**config.mk**
```make
export PLATFORM = sky130hd
export DESIGN_NAME = llr_frame_packer
export DESIGN_NICKNAME = d
export VERILOG_FILES = /design/src/rtl/llr_pack_pkg.sv /design/src/rtl/pack_sync_fifo.sv /design/src/rtl/llr_frame_packer.sv
export SDC_FILE = /design/constraint.sdc
export NUM_CORES = 1
export LEC_CHECK = 0
export BUFFER_PORTS_ARGS = -buffer_cell sky130_fd_sc_hd__buf_2
export CORE_ASPECT_RATIO = 1.25
export CORE_MARGIN = 8
export CORE_UTILIZATION = 60
export CTS_CLUSTER_DIAMETER = 30
export DETAILED_ROUTE_END_ITERATION = 7
export GPL_TIMING_DRIVEN = 0
export PLACE_DENSITY = 0.82
export SKIP_LAST_GASP = 1
export SYNTH_ARGS = -nofsm -noshare
export SYNTH_HDL_FRONTEND = slang
export SYNTH_SLANG_ARGS = --single-unit
```
**constraint.sdc**
```tcl
create_clock -name clk -period 2.62 [get_ports clk]
set_input_delay 0.131 -clock clk [delete_from_list [all_inputs] [get_ports clk]]
set_output_delay 0.131 -clock clk [all_outputs]
set_load 0.05 [all_outputs]
```
**src/rtl/llr_pack_pkg.sv**
```systemverilog
// Shared types for the LLR frame packer: FSM encoding, default beat layout
// and the frame-counter width used when LLR_PACKER_FRAME_CNT_EN is defined.
package llr_pack_pkg;

  typedef enum logic {
    IDLE    = 1'b0,
    COLLECT = 1'b1
  } pack_state_e;

  localparam int LLR_DATA_W  = 8;
  localparam int LLR_PACK    = 4;
  localparam int LLR_BEAT_W  = LLR_DATA_W * LLR_PACK;
  localparam int FRAME_CNT_W = 16;

  // Beat layout for the default configuration; parameterised instances
  // build the same {data, last} shape locally.
  typedef struct packed {
    logic [LLR_BEAT_W-1:0] data;
    logic                  last;
  } llr_beat_t;

  // Stored width of one beat: all lanes plus the end-of-frame tag.
  function automatic int beat_width(input int data_w, input int pack);
    return data_w * pack + 1;
  endfunction

endpackage

```
**src/rtl/pack_sync_fifo.sv**
```systemverilog
// Generic first-word-fall-through synchronous FIFO; DEPTH must be a power of 2
// so the pointers wrap naturally.
module pack_sync_fifo #(
  parameter int WIDTH = 33,
  parameter int DEPTH = 4
) (
  input  logic                       clk,
  input  logic                       rst_n,
  input  logic                       push_i,
  input  logic [WIDTH-1:0]           wdata_i,
  input  logic                       pop_i,
  output logic [WIDTH-1:0]           rdata_o,
  output logic                       full_o,
  output logic                       empty_o,
  output logic [$clog2(DEPTH):0]     level_o
);

  localparam int PW = $clog2(DEPTH);
  localparam int LW = PW + 1;

  logic [WIDTH-1:0] mem_q [DEPTH];
  logic [PW-1:0]    wr_ptr_q, wr_ptr_d;
  logic [PW-1:0]    rd_ptr_q, rd_ptr_d;
  logic [LW-1:0]    level_q, level_d;
  logic             pop_eff, push_eff;

  assign full_o  = (level_q == LW'(DEPTH));
  assign empty_o = (level_q == '0);
  assign level_o = level_q;
  assign rdata_o = mem_q[rd_ptr_q];

  // A pop on empty is ignored; a push on full only lands if a pop frees a slot.
  assign pop_eff  = pop_i & ~empty_o;
  assign push_eff = push_i & (~full_o | pop_eff);

  always_comb begin
    wr_ptr_d = wr_ptr_q;
    rd_ptr_d = rd_ptr_q;
    level_d  = level_q;
    if (push_eff) wr_ptr_d = wr_ptr_q + PW'(1);
    if (pop_eff)  rd_ptr_d = rd_ptr_q + PW'(1);
    unique case ({push_eff, pop_eff})
      2'b10:   level_d = level_q + LW'(1);
      2'b01:   level_d = level_q - LW'(1);
      default: level_d = level_q;
    endcase
  end

  always_ff @(posedge clk) begin
    if (!rst_n) begin
      wr_ptr_q <= '0;
      rd_ptr_q <= '0;
      level_q  <= '0;
    end else begin
      wr_ptr_q <= wr_ptr_d;
      rd_ptr_q <= rd_ptr_d;
      level_q  <= level_d;
    end
  end

  always_ff @(posedge clk) begin
    if (push_eff) mem_q[wr_ptr_q] <= wdata_i;
  end

endmodule

```
**src/rtl/llr_frame_packer.sv**
```systemverilog
// Packs PACK consecutive LLR words into tagged beats and queues them through a
// FWFT FIFO. Optional o_frame_cnt port under macro LLR_PACKER_FRAME_CNT_EN.
module llr_frame_packer
  import llr_pack_pkg::*;
#(
  parameter int DATA_WIDTH  = 8,
  parameter int PACK        = 4,
  parameter int FRAME_BEATS = 16,
  parameter int FIFO_DEPTH  = 4
) (
  input  logic                           clk,
  input  logic                           rst_n,
  input  logic                           i_valid,
  input  logic                           i_sof,
  input  logic [DATA_WIDTH-1:0]          i_data,
  output logic                           o_valid,
  input  logic                           o_ready,
  output logic [PACK*DATA_WIDTH-1:0]     o_data,
  output logic                           o_last,
  output logic [$clog2(FIFO_DEPTH):0]    o_level,
  output logic                           o_ovf,
  output logic                           o_err_sof
`ifdef LLR_PACKER_FRAME_CNT_EN
  ,
  output logic [FRAME_CNT_W-1:0]         o_frame_cnt
`endif
);

  localparam int WCW    = $clog2(PACK);
  localparam int BCW    = $clog2(FRAME_BEATS);
  localparam int BEAT_W = beat_width(DATA_WIDTH, PACK);

  typedef struct packed {
    logic [PACK*DATA_WIDTH-1:0] data;
    logic                       last;
  } beat_t;

  pack_state_e                       state_q, state_d;
  logic [WCW-1:0]                    word_cnt_q, word_cnt_d;
  logic [BCW-1:0]                    beat_cnt_q, beat_cnt_d;
  logic [PACK-1:0][DATA_WIDTH-1:0]   lanes_q, lanes_d;
  logic [PACK-1:0][DATA_WIDTH-1:0]   merged;
  logic                              err_sof_q, err_sof_d;
  logic                              ovf_q, ovf_d;
  logic                              push;
  logic                              last_beat;
  beat_t                             push_beat;
  beat_t                             head_beat;
  logic [BEAT_W-1:0]                 head_raw;
  logic                              fifo_full, fifo_empty;

  // The incoming word is merged into the lane image so a completing beat can
  // be pushed on the same edge as its final word.
  always_comb begin
    merged                 = lanes_q;
    merged[word_cnt_q]     = i_data;
    last_beat              = (beat_cnt_q == BCW'(FRAME_BEATS - 1));
    push_beat.data         = merged;
    push_beat.last         = last_beat;
  end

  always_comb begin
    state_d    = state_q;
    word_cnt_d = word_cnt_q;
    beat_cnt_d = beat_cnt_q;
    lanes_d    = lanes_q;
    err_sof_d  = err_sof_q;
    push       = 1'b0;
    unique case (state_q)
      IDLE: begin
        if (i_valid && i_sof) begin
          lanes_d[0] = i_data;
          word_cnt_d = WCW'(1);
          beat_cnt_d = '0;
          state_d    = COLLECT;
        end
      end
      COLLECT: begin
        if (i_valid && i_sof) begin
          // Abort the partial beat and restart the frame on this word.
          err_sof_d  = 1'b1;
          lanes_d[0] = i_data;
          word_cnt_d = WCW'(1);
          beat_cnt_d = '0;
        end else if (i_valid) begin
          if (word_cnt_q == WCW'(PACK - 1)) begin
            push       = 1'b1;
            word_cnt_d = '0;
            if (last_beat) begin
              beat_cnt_d = '0;
              state_d    = IDLE;
            end else begin
              beat_cnt_d = beat_cnt_q + BCW'(1);
            end
          end else begin
            lanes_d    = merged;
            word_cnt_d = word_cnt_q + WCW'(1);
          end
        end
      end
      default: state_d = IDLE;
    endcase
  end

  // Framing counters advance even if the FIFO drops the beat.
  assign ovf_d = ovf_q | (push & fifo_full & ~o_ready);

  always_ff @(posedge clk) begin
    if (!rst_n) begin
      state_q    <= IDLE;
      word_cnt_q <= '0;
      beat_cnt_q <= '0;
      lanes_q    <= '0;
      err_sof_q  <= 1'b0;
      ovf_q      <= 1'b0;
    end else begin
      state_q    <= state_d;
      word_cnt_q <= word_cnt_d;
      beat_cnt_q <= beat_cnt_d;
      lanes_q    <= lanes_d;
      err_sof_q  <= err_sof_d;
      ovf_q      <= ovf_d;
    end
  end

  pack_sync_fifo #(
    .WIDTH (BEAT_W),
    .DEPTH (FIFO_DEPTH)
  ) u_fifo (
    .clk     (clk),
    .rst_n   (rst_n),
    .push_i  (push),
    .wdata_i (push_beat),
    .pop_i   (o_ready),
    .rdata_o (head_raw),
    .full_o  (fifo_full),
    .empty_o (fifo_empty),
    .level_o (o_level)
  );

  // Head is masked while empty so stale storage never reaches the outputs.
  assign head_beat = head_raw;
  assign o_valid   = ~fifo_empty;
  assign o_data    = o_valid ? head_beat.data : '0;
  assign o_last    = o_valid & head_beat.last;
  assign o_ovf     = ovf_q;
  assign o_err_sof = err_sof_q;

`ifdef LLR_PACKER_FRAME_CNT_EN
  logic [FRAME_CNT_W-1:0] frame_cnt_q;

  always_ff @(posedge clk) begin
    if (!rst_n) begin
      frame_cnt_q <= '0;
    end else if (o_valid && o_ready && o_last) begin
      frame_cnt_q <= frame_cnt_q + FRAME_CNT_W'(1);
    end
  end

  assign o_frame_cnt = frame_cnt_q;
`endif

endmodule

```
==> metrics.yaml, run 1 <==
status: "finished clean"
yosys.area.top_type_share: 0.535
path_clk_slew_ns: 0.06
final_util: 0.705
rr_startpoint: "word_cnt_q[0]"
synth.area.top_cells: "edfxtp_1 (53%), dfxtp_1 (14%), mux4_2 (10%)"
finClkSkew_ns: 0.00808
async_flop_share: 0
syn_avg_cell_area_um2: 16.4
grt_pass1_wl_um: 22500
max-vdd-ir-drop_mv: 0.450
finalCritPeriodShare: 0.943
multi_input_area_mm2: 0.00230
io_pins: 52
rsz0062_at_grt: "no"
synth_cell_types: 48
cts_setup_buffers: 0
insertion_delay_ns: 0.42
yosysTopAreaCell: "edfxtp_1"
grt_max_degree: 34
numCtsBuffers: 17
grtUsageTotal: 0.185
finalSetupViolCount: 0
die_area_mm2: 0.0162
crit_type: "flop to output port"
ys_seq_elements: 182
rows: 45
die_height_um: 140
power.total_w: 0.00573
drc_errors: 0
postLayoutSetupSlackWorst_ns: 0.149
synth_edf_count: 132
max_freq_ghz: 0.405
grt_pass1_vias: 4270
ant_nets: 0
vias: 3994
synthFlopType: "edfxtp_1"
register_area_mm2: 0.00496
yosysWarnings: 0
dp_hpwl_um: 9030
grt_overflow: 0
synth_area_mm2: 0.00741
core_mm2: 0.0121
routabilityCongestion: 0.777
worst-r2r-setup-slack_ns: 0.16
syn_inst: 452
htree_levels: 4
drtIter0Drc: 274
hp-class: "primary input to flop"
power_density_mw_per_mm2: 671
finalHoldViolations: 0
drt_pass1_iterations: 4
fillerInstances: 779
whs_path_depth: 3
ctsHoldBuffers: 0
worstSetupEndpointType: "output port"
viasPerCell: 5.68
drv_cap: 0
clock_sinks: 182
power.static_leakage_nw: 3.13
tightest_slew_ns: 0.686
drive_gt1_frac: 0.323
hold_end: "beat_cnt_q[3]"
antenna_found_initial: 0
yosysSeqAreaShare: 0.670
slew_violations: 0
timing.rr.end: "u_fifo.level_o[2]"
cp-start-kind: "flop"
portBuffers: 51
die_w_um: 115
post_drt_wl_per_cell_um: 20.4
critical_path_required_ns: 2.49
finalCriticalPeriod_ns: 2.47
final_nets: 549
ctsRootBufferMaster: "clkbuf_16"
dpl_worst_slack_ns: 0.198
cts-resized-gates: 0
cp_max_fo: 10
critPathArrivalTime_ns: 2.34
cts_tree: "done"
relSlewSlack: 0.543
reg2regPathDepth: 9
start_util: 0.612
areaGrowthSynthToFinish_pct: 15.2
clk_path_buf_depth: 2
synth_nets: 475
wl_um: 14300
worstHoldStart: "rst_n"
diodes: 0
-- report_power, final --
group          internal, W  switching, W
Combinational    0.0000557      0.000101
Sequential         0.00308    0.00000685
Clock              0.00141       0.00107
-- logic make-up after synthesis --
logic type / share of synthesized area
AND/OR/NAND/NOR: 0.0838
flip-flops: 0.670
adder cells (fa/ha/maj): 0.0179
AO/OA/AOI/OAI: 0.0191
XOR/XNOR: 0.00355
multiplexers: 0.185
buffers and inverters: 0.0203
-- synthesized netlist by cell type (all sizes together), types with 2 or more instances --
master / number
nor3: 2
edfxtp: 132
a21oi: 8
nand4b: 2
xor2: 2
and3: 3
buf: 12
mux2: 32
nor2: 38
inv: 5
nand2: 11
mux4: 33
nand3: 2
mux2i: 27
clkbuf: 14
ha: 9
and2: 45
dfxtp: 50
o21ai: 5
-- state kept, by name, indices dropped and copies added (netlist names), named ones only --
register         count
o_ovf                1
word_cnt_q           2
u_fifo.rd_ptr_q      2
o_err_sof            1
state_q              1
u_fifo.mem_q       132
lanes_q             32
u_fifo.level_o       3
u_fifo.wr_ptr_q      2
beat_cnt_q           4
-- placed cells by master (no fill, tap or decap), drive strengths merged, types with 3 or more instances in the layout --
| master | n |
|---|---|
| mux4 | 33 |
| and2 | 45 |
| mux2 | 32 |
| o21ai | 5 |
| buf | 67 |
| and3 | 3 |
| nor2 | 38 |
| edfxtp | 132 |
| a21oi | 8 |
| inv | 7 |
| nand2 | 11 |
| ha | 9 |
| clkinv | 9 |
| clkbuf | 31 |
| mux2i | 27 |
| dfxtp | 50 |
-- how the worst max path moves through the flow --
stage,start,end,slack (ns),depth (start not counted)
global route,u_fifo.level_o[0],o_data[14],0.02,5
floorplan,u_fifo.level_o[0],u_fifo.mem_q[1][0],0.20,3
detailed placement,word_cnt_q[0],u_fifo.level_o[2],0.20,9
global placement,word_cnt_q[0],u_fifo.mem_q[0][5],-0.45,4
CTS,u_fifo.level_o[0],o_data[14],0.08,5
finish,u_fifo.level_o[0],o_data[14],0.15,5
-- stage by stage --
stage / TNS (ns) / instances / area (um^2) / hold WS (ns)
2_1_floorplan: 0 / 452 / 7410 / 0.273
3_3_place_gp: -58.59 / 667 / 7870 / 0.438
3_5_place_dp: 0 / 671 / 7960 / 0.440
4_1_cts: 0 / 703 / 8540 / 0.0231
5_1_grt: 0 / 703 / 8540 / 0.0402
6_report: 0 / 703 / 8540 / 0.0313
-- final cells by class --
cell class,instances,share of cell area
sequential,182,0.582
multi-input combinational,239,0.269
clock buffer,17,0.0498
timing repair buffer,55,0.0393
tap,164,0.0240
clock inverter,15,0.0183
buffer,26,0.0154
inverter,5,0.00220
-- layer usage --
metal / up-vias / share of wire / GRT usage
met5: - / 0 / 0
met4: 0 / 0.012 / 0.0666
met3: 16 / 0.060 / 0.0391
met2: 120 / 0.54 / 0.328
met1: 2007 / 0.39 / 0.212
li1: 1851 / - / -
-- critical path: stages (launching register included) --
cell and delay [ns]:
dfxtp_1 0.50, or3_1 0.17, clkbuf_1 0.40, clkbuf_1 0.38, and2_1 0.21, buf_2 0.26
Note: power is estimated with default switching activity, not from simulation.
==> inputs of run 2 (changes only) <==
CORE_ASPECT_RATIO = default   (was 1.25)
==> metrics.yaml, run 2 (synthesis results as in run 1) <==
die_height_um: 127
drc_errors: 0
viasPerCell: 5.87
die_w_um: 127
largest_registers: "u_fifo.mem_q (132), lanes_q (32), beat_cnt_q (4)"
rows: 40
drv_cap: 0
path_clk_slew_ns: 0.07
final_common_cell: "edfxtp_1"
critPathArrivalTime_ns: 2.78
slew_violations: 0
numCtsBuffers: 17
drive_gt1_frac: 0.320
portBuffers: 51
routabilityCongestion: 0.799
cp_max_fo: 7
grt_max_degree: 34
crit_type: "flop to flop"
fillerInstances: 770
core_mm2: 0.0120
grtUsageTotal: 0.185
die_area_mm2: 0.0162
power_density_mw_per_mm2: 666
finalCritPeriodShare: 0.943
htree_levels: 4
diodes: 0
max-vdd-ir-drop_mv: 0.433
finalCriticalPeriod_ns: 2.47
vias: 4023
io_pins: 52
drtIter0Drc: 335
postLayoutSetupSlackWorst_ns: 0.149
grt_pass1_wl_um: 22700
tightest_slew_ns: 0.699
wl_um: 14100
worstSetupEndpointType: "flop"
ctsRootBufferMaster: "clkbuf_16"
worst_hold_slack_ns: 0.0185
dp_cells: 653
grt_pass1_vias: 4274
insertion_delay_ns: 0.43
finalSetupViolCount: 0
relSlewSlack: 0.534
grt_overflow: 0
ant_nets: 0
ctsHoldBuffers: 0
largest_register_ffs: 132
areaGrowthSynthToFinish_pct: 14.5
clock_sinks: 182
status: "finished clean"
setup_tns_ns: 0
drt_pass1_iterations: 5
rsz0062_at_grt: "no"
layout_common_cells: "edfxtp_1 (132), buf_2 (56), dfxtp_1 (50)"
cp-start-kind: "flop"
finalHoldViolations: 0
dpl_worst_slack_ns: 0.0847
dp_hpwl_um: 9210
antenna_found_initial: 0
largest-register: "u_fifo.mem_q"
hp-class: "primary input to flop"
clk_path_buf_depth: 2
max_freq_ghz: 0.405
critical_path_required_ns: 2.93
layout.cells.non_filler: 685
post_drt_wl_per_cell_um: 20.6
power.static_leakage_nw: 3.12
final_nets: 548
cts_tree: "done"
finClkSkew_ns: 0.00985
start_util: 0.617
run 2: layout make-up:
cell class,instances,area (um^2),share of cell area
sequential,182,4960,0.585
multi-input combinational,239,2300,0.271
clock buffer,21,472,0.0556
timing repair buffer,54,315,0.0372
tap,147,184,0.0217
buffer,26,133,0.0156
clock inverter,11,96.3,0.0114
inverter,5,18.8,0.00221
run 2: where the power goes:
group | internal, W | switching (W) | leakage, nW
Clock | 0.00139 | 0.00102 | 0.279
Sequential | 0.00308 | 0.00000661 | 1.56
Combinational | 0.0000554 | 0.0000974 | 1.28
Total | 0.00453 | 0.00113 | 3.12
run 2: what timing repair did:
action                     in CTS  in global routing
gates resized for setup         0                  4
setup endpoints to repair       0                 40
buffers inserted                0                  0
run 2: path summary, 6_finish.rpt:
kind	from	to	slack, ns	cells past startpoint
worst min-delay path	rst_n	u_fifo.level_o[0]	0.02	3
worst max-delay path	word_cnt_q[0]	u_fifo.level_o[2]	0.15	9
worst min register to register	lanes_q[25]	lanes_q[25]	0.46	1
worst max register to register	word_cnt_q[0]	u_fifo.level_o[2]	0.15	9
run 2: through the flow:
stage / area (um^2) / total power [W] / utilization
2_1_floorplan: 7410 / 0.00325 / -
3_3_place_gp: 7850 / 0.00329 / 0.653
5_1_grt: 8480 / 0.00581 / 0.706
3_5_place_dp: 7910 / 0.00330 / 0.659
6_report: 8480 / 0.00565 / 0.706
4_1_cts: 8480 / 0.00567 / 0.706
run 2: worst max-delay path: stages (launching register included):
cell     delay (ns)
dfxtp_1        0.41
ha_1           0.35
and4b_1        0.24
buf_4          0.15
nor2_1         0.08
fa_1           0.45
nor2b_1        0.17
nand2_1        0.07
and3_1         0.18
o31a_1         0.26
run 2: layer usage:
layer | share of wire | GRT usage | vias up
li1 | - | - | 1845
met1 | 0.41 | 0.223 | 2019
met2 | 0.51 | 0.307 | 133
met3 | 0.054 | 0.0424 | 26
met4 | 0.025 | 0.0959 | 0
met5 | 0 | 0 | -
==> inputs of run 3 (changes only) <==
--- a/config.mk
+++ b/config.mk
@@ -11,2 +11,3 @@
 export CTS_CLUSTER_DIAMETER = 30
+export CTS_CLUSTER_SIZE = 30
 export DETAILED_ROUTE_END_ITERATION = 7
==> constraint.sdc (replaced) <==
create_clock -name clk -period 2.5 [get_ports clk]
set_input_delay 0.5 -clock clk [delete_from_list [all_inputs] [get_ports clk]]
set_output_delay 0.5 -clock clk [all_outputs]
set_load 0.05 [all_outputs]
==> metrics.yaml, run 3 (synthesis results as in run 1) <==
numCtsBuffers: 17
worstSetupEndpointType: "output port"
grt_pass1_vias: 4176
antenna_found_initial: 0
insertion_delay_ns: 0.42
tightest_slew_ns: 0.532
finClkSkew_ns: 0.00866
layout_common_cells: "edfxtp_1 (132), dfxtp_1 (48), and2_1 (41)"
viasPerCell: 5.88
p_seq_frac: 0.533
cts_tree: "done"
finalHoldViolations: 0
reg2regPathDepth: 9
io_pins: 52
vias: 4065
grtUsageTotal: 0.181
cp_max_fo: 5
grt_max_degree: 34
largest_registers: "u_fifo.mem_q (132), lanes_q (32), beat_cnt_q (4)"
slew_violations: 0
routabilityCongestion: 0.809
switching_share: 0.204
path_clk_slew_ns: 0.06
finalCritPeriodShare: 0.983
rows: 40
relSlewSlack: 0.640
multi_input_area_mm2: 0.00232
drv_cap: 0
htree_levels: 4
comb_power_share: 0.027
ant_nets: 0
critPathArrivalTime_ns: 1.96
largest-register: "u_fifo.mem_q"
portBuffers: 51
largest_register_ffs: 132
final_common_cell: "edfxtp_1"
crit_type: "flop to output port"
register_area_mm2: 0.00497
ctsRootBufferMaster: "clkbuf_16"
hp-class: "primary input to flop"
dpl_cell_area_mm2: 0.00793
design_area_mm2: 0.00879
diodes: 0
power_density_mw_per_mm2: 691
die_area_mm2: 0.0162
drive_gt1_frac: 0.347
dp_hpwl_um: 8940
fillerInstances: 704
max-vdd-ir-drop_mv: 0.432
drt_pass1_iterations: 4
grt_overflow: 0
rsz0062_at_grt: "no"
final_nets: 554
max_freq_ghz: 0.407
ctsHoldBuffers: 0
finalSetupViolCount: 0
die_w_um: 127
core_mm2: 0.0120
clock_sinks: 182
p_sw_w: 0.00124
clk_path_buf_depth: 2
status: "finished clean"
whs_path_depth: 3
critical_path_required_ns: 2.00
power.static_leakage_nw: 3.22
drtIter0Drc: 339
wl_um: 14500
post_drt_wl_per_cell_um: 20.9
cp-start-kind: "flop"
p_int_w: 0.00483
finalCriticalPeriod_ns: 2.46
p_clk_frac: 0.441
start_util: 0.617
drc_errors: 0
final_util: 0.732
die_height_um: 127
grt_pass1_wl_um: 22100
areaGrowthSynthToFinish_pct: 18.7
## run 3: worst max-delay path, stage by stage (launching register included)
cell and delay, ns:
dfxtp_4 0.37, buf_12 0.15, clkbuf_16 0.16, mux4_2 0.50, and2_1 0.17, buf_4 0.18
## run 3: timing repair
item,4_1_cts,5_1_grt
gates cloned,0,4
buffers inserted,0,3
gates resized for setup,19,52
pin swaps,0,1
endpoints found under the setup margin,65,64
## run 3: power by group through the flow
| stage | sequential (W) | combinational, W | clock (W) |
|---|---|---|---|
| 3_3_place_gp | 0.00330 | 0.000148 | 0 |
| 5_1_grt | 0.00324 | 0.000172 | 0.00282 |
| 3_5_place_dp | 0.00330 | 0.000155 | 0 |
| 4_1_cts | 0.00324 | 0.000157 | 0.00269 |
| 2_1_floorplan | 0.00330 | 0.0000986 | 0 |
| 6_report | 0.00324 | 0.000161 | 0.00268 |
## run 3: cell type report
cell class / instances / share of cell area
buffer: 25 / 0.0222
tap: 147 / 0.0209
sequential: 182 / 0.565
clock buffer: 19 / 0.0517
inverter: 5 / 0.00213
multi-input combinational: 239 / 0.264
timing repair buffer: 61 / 0.0576
clock inverter: 13 / 0.0166
## run 3: per-layer routing
layer  wire [um]  global-route usage
met1        6160               0.221
met2        7320               0.299
met3         723              0.0466
met4         268              0.0805
met5           0                   0
## run 3: path summary, 6_finish.rpt
kind,startpoint,end,slack [ns]
worst max-delay path,flop,o_data[16],0.04
worst min-delay path,rst_n,u_fifo.level_o[0],0.39
worst max register to register,word_cnt_q[0],u_fifo.level_o[2],0.11
worst min register to register,lanes_q[25],lanes_q[25],0.46
## run 3: through the flow
step	cells	total power, W	hold slack (ns)	TNS [ns]	setup slack, ns
6_report	691	0.00607	0.389	0	0.0422
5_1_grt	691	0.00623	0.375	0	0.00150
4_1_cts	684	0.00608	0.376	-0.0232	-0.0103
3_5_place_dp	653	0.00346	0.440	-3.99	-0.123
3_3_place_gp	650	0.00345	0.438	-94.66	-0.724
2_1_floorplan	452	0.00340	0.426	0	0.0353
